<file path="config.mk">
export PLATFORM = sky130hd
export DESIGN_NAME = jtkunio_mcu_latch
export DESIGN_NICKNAME = d
export VERILOG_FILES = /design/src/rtl/jtkunio_pkg.sv /design/src/rtl/jtkunio_mbox_dir.sv /design/src/rtl/jtkunio_mcu_latch.sv
export SDC_FILE = /design/constraint.sdc
export NUM_CORES = 1
export LEC_CHECK = 0
export BUFFER_PORTS_ARGS = -buffer_cell sky130_fd_sc_hd__buf_2
export CAP_MARGIN = 20
export CORE_MARGIN = 1
export CORE_UTILIZATION = 47
export DETAILED_ROUTE_END_ITERATION = 8
export PLACE_DENSITY = 0.82
export REMOVE_ABC_BUFFERS = 1
export SLEW_MARGIN = 0
export SYNTH_ARGS = -nofsm -noshare
export SYNTH_HDL_FRONTEND = slang
export SYNTH_SLANG_ARGS = --single-unit
export TNS_END_PERCENT = 30
</file>
<file path="constraint.sdc">
create_clock -name clk -period 1.4 [get_ports clk]
set_input_delay 0.14 -clock clk [delete_from_list [all_inputs] [get_ports clk]]
set_output_delay 0.14 -clock clk [all_outputs]
set_load 0.005 [all_outputs]
</file>
<file path="src/rtl/jtkunio_pkg.sv">
// Shared constants for the Kunio main-CPU / protection-MCU interface.
// Bit positions of the status pair returned to the main CPU, plus the main I/O offset.
package jtkunio_pkg;

    localparam int MCU_ST_M2M  = 0;
    localparam int MCU_ST_MC2M = 1;

    localparam logic [2:0] MAIN2MCU = 3'd4;

    function automatic logic [1:0] mcu_st_pack(input logic mc2m_full, input logic m2m_full);
        logic [1:0] st;
        st              = 2'b00;
        st[MCU_ST_MC2M] = mc2m_full;
        st[MCU_ST_M2M]  = m2m_full;
        return st;
    endfunction

endpackage

</file>
<file path="src/rtl/jtkunio_mbox_dir.sv">
// One mailbox direction: rising-edge detection on writer/reader strobes,
// the data latch, its full flag and a sticky overrun bit.
module jtkunio_mbox_dir #(
    parameter int DATA_W = 8
) (
    input  logic              clk,
    input  logic              rst,
    input  logic              wr_i,
    input  logic              rd_i,
    input  logic [DATA_W-1:0] din_i,
    output logic [DATA_W-1:0] dout_o,
    output logic              full_o,
    output logic              ovr_o,
    output logic              wr_evt_o,
    output logic              rd_evt_o
);

    logic              wr_prev_q, rd_prev_q;
    logic [DATA_W-1:0] data_q, data_d;
    logic              full_q, full_d;
    logic              ovr_q, ovr_d;
    logic              wr_evt, rd_evt;

    // Strobes are bus-cycle levels; only the low-to-high transition is an event.
    assign wr_evt = wr_i & ~wr_prev_q;
    assign rd_evt = rd_i & ~rd_prev_q;

    always_comb begin
        data_d = data_q;
        full_d = full_q;
        ovr_d  = ovr_q;
        if (rd_evt) begin
            full_d = 1'b0;
        end
        // A write landing with a read in the same cycle wins, and the old byte was consumed.
        if (wr_evt) begin
            data_d = din_i;
            full_d = 1'b1;
            if (full_q && !rd_evt) begin
                ovr_d = 1'b1;
            end
        end
    end

    always_ff @(posedge clk) begin
        if (rst) begin
            wr_prev_q <= 1'b0;
            rd_prev_q <= 1'b0;
            data_q    <= '0;
            full_q    <= 1'b0;
            ovr_q     <= 1'b0;
        end else begin
            wr_prev_q <= wr_i;
            rd_prev_q <= rd_i;
            data_q    <= data_d;
            full_q    <= full_d;
            ovr_q     <= ovr_d;
        end
    end

    assign dout_o   = data_q;
    assign full_o   = full_q;
    assign ovr_o    = ovr_q;
    assign wr_evt_o = wr_evt;
    assign rd_evt_o = rd_evt;

endmodule

</file>
<file path="src/rtl/jtkunio_mcu_latch.sv">
// Bidirectional mailbox between the Kunio main 6502 and the 68705 protection MCU.
// Two independent directions plus the MCU interrupt request raised by main writes.
module jtkunio_mcu_latch
    import jtkunio_pkg::*;
#(
    parameter bit MCU_EN    = 1'b1,
    parameter bit IRQ_ON_WR = 1'b1
) (
    input  logic       clk,
    input  logic       rst,
    input  logic       main_wr,
    input  logic       main_rd,
    input  logic [7:0] main_dout,
    output logic [7:0] main_din,
    output logic [1:0] mcu_st,
    input  logic       mcu_wr,
    input  logic       mcu_rd,
    input  logic [7:0] mcu_dout,
    output logic [7:0] mcu_din,
    output logic       mcu_irq,
    output logic [1:0] ovr
);

    generate
        if (MCU_EN) begin : g_mbox
            logic m2m_full, mc2m_full;
            logic m2m_ovr, mc2m_ovr;
            logic m2m_wr_evt, m2m_rd_evt;
            logic unused_mc2m_evt;
            logic irq_q, irq_d;

            jtkunio_mbox_dir #(.DATA_W(8)) u_main2mcu (
                .clk      (clk),
                .rst      (rst),
                .wr_i     (main_wr),
                .rd_i     (mcu_rd),
                .din_i    (main_dout),
                .dout_o   (mcu_din),
                .full_o   (m2m_full),
                .ovr_o    (m2m_ovr),
                .wr_evt_o (m2m_wr_evt),
                .rd_evt_o (m2m_rd_evt)
            );

            logic mc2m_wr_evt, mc2m_rd_evt;

            jtkunio_mbox_dir #(.DATA_W(8)) u_mcu2main (
                .clk      (clk),
                .rst      (rst),
                .wr_i     (mcu_wr),
                .rd_i     (main_rd),
                .din_i    (mcu_dout),
                .dout_o   (main_din),
                .full_o   (mc2m_full),
                .ovr_o    (mc2m_ovr),
                .wr_evt_o (mc2m_wr_evt),
                .rd_evt_o (mc2m_rd_evt)
            );

            assign unused_mc2m_evt = mc2m_wr_evt ^ mc2m_rd_evt;

            // Write wins over a same-cycle MCU read, matching the full flag.
            always_comb begin
                irq_d = irq_q;
                if (m2m_rd_evt) begin
                    irq_d = 1'b0;
                end
                if (m2m_wr_evt) begin
                    irq_d = IRQ_ON_WR;
                end
            end

            always_ff @(posedge clk) begin
                if (rst) begin
                    irq_q <= 1'b0;
                end else begin
                    irq_q <= irq_d;
                end
            end

            assign mcu_irq = irq_q;
            assign mcu_st  = mcu_st_pack(mc2m_full, m2m_full);
            assign ovr     = {mc2m_ovr, m2m_ovr};
        end else begin : g_stub
            logic unused_inputs;

            assign unused_inputs = ^{clk, rst, main_wr, main_rd, main_dout,
                                     mcu_wr, mcu_rd, mcu_dout};
            assign main_din = 8'h00;
            assign mcu_din  = 8'h00;
            assign mcu_st   = 2'b00;
            assign mcu_irq  = 1'b0;
            assign ovr      = 2'b00;
        end
    endgenerate

endmodule

</file>
==> flow_summary.toml <==
[routing]
postRouteAntennaNets = 0
wirelength_microns = 1704
routedWlPerCell_microns = 10.58
vias_per_cell = 4.770
routed-via-count = 768
drtIter0Drc = 22
drtPass1Iterations = 5
drc = 0

[finish]
drive_gt1_share_pct = 36.03
n_fill_cell = 160
stdcell_count = 161
diodes = 0
syn_to_final_growth_pct = 22.46
nNetsFinal = 159

[power_and_ir_drop]
power.share.clock_pct = 28.8
total_power_w = 0.001242
p_sw_w = 0.0002925
p_leak_nw = 0.5176
swShare_pct = 23.56
peakVddDrop_v = 0.0006835
combPwrFrac_pct = 11.8
p_seq_share_pct = 59.5
internal-power_w = 0.0009491
powerDensity_nw_per_um2 = 1159

[sta]
finClkSkew_ns = 0.004890
period_share_pct = 73.61
rsz0062_at_grt = "no"
setup_viol = 0
timing.fmax_mhz = 970.4
finalHoldViolations = 0
worstMarginPinSlew_ns = 0.4355
hold_ws_ns = 0.04810
final.min_clock_period_ns = 1.031
finalSetupTns_ns = 0
slew_viol_final = 0
slew_headroom_pct = 70.96

[global_routing]
antenna_found_initial = 0
grtUsageTotal_pct = 18.32
grt_max_degree = 26
grt_pass1_wl_microns = 2697
overflow = 0
grt_pass1_vias = 656

[clock_tree]
cts-resized-gates = 0
htreeDepth = 1
post_cts_buffers = 0
cts_tree = "built"
clock_sinks = 24
clkSlewWorstSetupHoldPaths_ns = 0.13
holdBufCountCts = 0
cts_made_buffers = 3
clk_latency_ns = 0.31
clockRootBuffer = "clkbuf_4"
clockBufferDepth = 2

[worst_setup_path]
crit_fanout = 10
required_ns = 1.64
critPathCaptureType = "flip-flop"
r2r_cells = 3
critPathLaunchType = "flip-flop"
worstReg2RegStart = "g_mbox.u_mcu2main.wr_prev_q$_SDFF_PP0_"
crit_arrival_ns = 1.27
r2r_setup_slack_ns = 0.37
r2r-end = "g_mbox.u_mcu2main.dout_o[5]$_SDFFE_PP0P_"
worstSetupPathType = "flip-flop to flip-flop"

[synth]
ys_types = 16
synth.avg_cell_area_sq_um = 8.746
seq_area_frac_synth_pct = 54.94
synth.area.top_cells = "dfxtp_1, nand2_1, a21oi_1, buf_4, buf_6"
synth_area_leader_cell = "dfxtp_1"
syn-instance-count = 100
yosys_register_bits = 24
ys_warn_count = 0
synth_top_cell_area_share_pct = 54.94
synth_area_sq_um = 874.6

[die]
fp.dieArea_sq_um = 2037
num_io_pins = 43
die_h_microns = 45.14
rows = 15
die_w_microns = 45.14
core_area_sq_um = 1727
initial_core_util_pct = 50.65

[hold_path]
min_path_cells = 3
hold_end = "g_mbox.u_mcu2main.rd_prev_q$_SDFF_PP0_"
hold_class = "input port to flip-flop"
hp-start = "main_rd"

[placed_design]
dp.cells = 157
gp_congestion = 0.7734
place.port_buffers = 42
dp_hpwl_microns = 1202

[run_status]
outcome = "finished clean"

[job]
cap_violations = 0
critical path, stage by stage, from the launching register on:
cell      delay [ns]
dfxtp_1         0.34
nand2b_1        0.34
nand2_1         0.12
a21oi_1         0.17
stage by stage:
| step | instance area (sq um) | utilization [%] | setup WS (ns) |
|---|---|---|---|
| final | 1071 | 62.03 | 0.3695 |
| after global routing | 1071 | 62.03 | 0.3024 |
| after CTS | 1071 | 62.03 | 0.3712 |
| after detailed placement | 1035 | 59.93 | 0.4397 |
| after global placement | 1035 | 59.93 | 0.4853 |
| after floorplan | 793.3 | - | 0.5623 |
cells in the mapped netlist (all sizes together):
library cell and number:
dfxtp 24, nand2b 4, buf 10, o31ai 1
a21oi 18, nand2 32, a31oi 1, nor2b 4
and2b 1, inv 1, o21ai 1, nor2 3
flip-flops by register name, indices dropped and copies added (netlist names):
signal / cells
g_mbox.u_main2mcu.dout_o: 8
g_mbox.u_main2mcu.full_o: 1
g_mbox.u_main2mcu.ovr_o: 1
g_mbox.u_main2mcu.rd_prev_q: 1
g_mbox.u_main2mcu.wr_prev_q: 1
g_mbox.u_mcu2main.dout_o: 8
g_mbox.u_mcu2main.full_o: 1
g_mbox.u_mcu2main.ovr_o: 1
g_mbox.u_mcu2main.rd_prev_q: 1
g_mbox.u_mcu2main.wr_prev_q: 1
worst max path at each step:
stage | depth (start not counted) | slack [ns] | start | endpoint
floorplan | 2 | 0.56 | g_mbox.u_mcu2main.wr_prev_q$_SDFF_PP0_ | g_mbox.u_mcu2main.ovr_o$_SDFFE_PP0P_
global placement | 3 | 0.49 | g_mbox.u_main2mcu.wr_prev_q$_SDFF_PP0_ | g_mbox.u_main2mcu.dout_o[6]$_SDFFE_PP0P_
detailed placement | 2 | 0.44 | g_mbox.u_mcu2main.wr_prev_q$_SDFF_PP0_ | g_mbox.u_mcu2main.ovr_o$_SDFFE_PP0P_
CTS | 3 | 0.37 | g_mbox.u_mcu2main.wr_prev_q$_SDFF_PP0_ | g_mbox.u_mcu2main.dout_o[5]$_SDFFE_PP0P_
global route | 3 | 0.30 | g_mbox.u_main2mcu.wr_prev_q$_SDFF_PP0_ | g_mbox.u_main2mcu.dout_o[0]$_SDFFE_PP0P_
finish | 3 | 0.37 | g_mbox.u_mcu2main.wr_prev_q$_SDFF_PP0_ | g_mbox.u_mcu2main.dout_o[5]$_SDFFE_PP0P_
cell usage in the layout (no fill, tap or decap):
cell type	n
a21oi_1	17
o21ai_0	1
dfxtp_1	24
buf_2	42
clkbuf_8	1
clkbuf_4	3
nor2_1	3
o31ai_2	1
a21oi_2	1
nand2_1	32
inv_1	1
a31oi_1	1
and2b_1	1
nor2b_1	3
nor2b_2	1
nand2b_1	4
layout make-up:
class                      count  area, sq um  share of cell area [%]
clock buffer                   4        36.28                   3.388
inverter                       1        3.754                  0.3505
multi-input combinational     65        309.0                   28.86
sequential                    24        480.5                   44.86
tap                           25        31.28                   2.921
timing repair buffer          42        210.2                   19.63
layer usage:
layer	GRT usage (%)	share of wire (%)	vias to the layer above
met3	3.600	3.1	2
met2	32.17	54	17
met5	0	0	-
li1	-	-	384
met1	21.77	42	365
met4	7.273	0.65	0
logic make-up (layout without fill, tap and decap cells):
kind of cell | after synthesis | count (layout) | share of synthesized area, %
AO/OA/AOI/OAI | 21 | 21 | 13.45
AND/OR/NAND/NOR | 44 | 44 | 21.89
flip-flops | 24 | 24 | 54.94
buffers and inverters | 11 | 47 | 9.728
power by group through the flow:
| stage | Combinational [W] | Sequential (W) | Clock, W |
|---|---|---|---|
| floorplan | 0.0000584 | 0.000757 | 0 |
| global placement | 0.000140 | 0.000752 | 0 |
| detailed placement | 0.000146 | 0.000754 | 0 |
| CTS | 0.000147 | 0.000738 | 0.000360 |
| global route | 0.000165 | 0.000743 | 0.000392 |
| finish | 0.000146 | 0.000738 | 0.000357 |
Note: power is estimated with default switching activity, not from simulation.
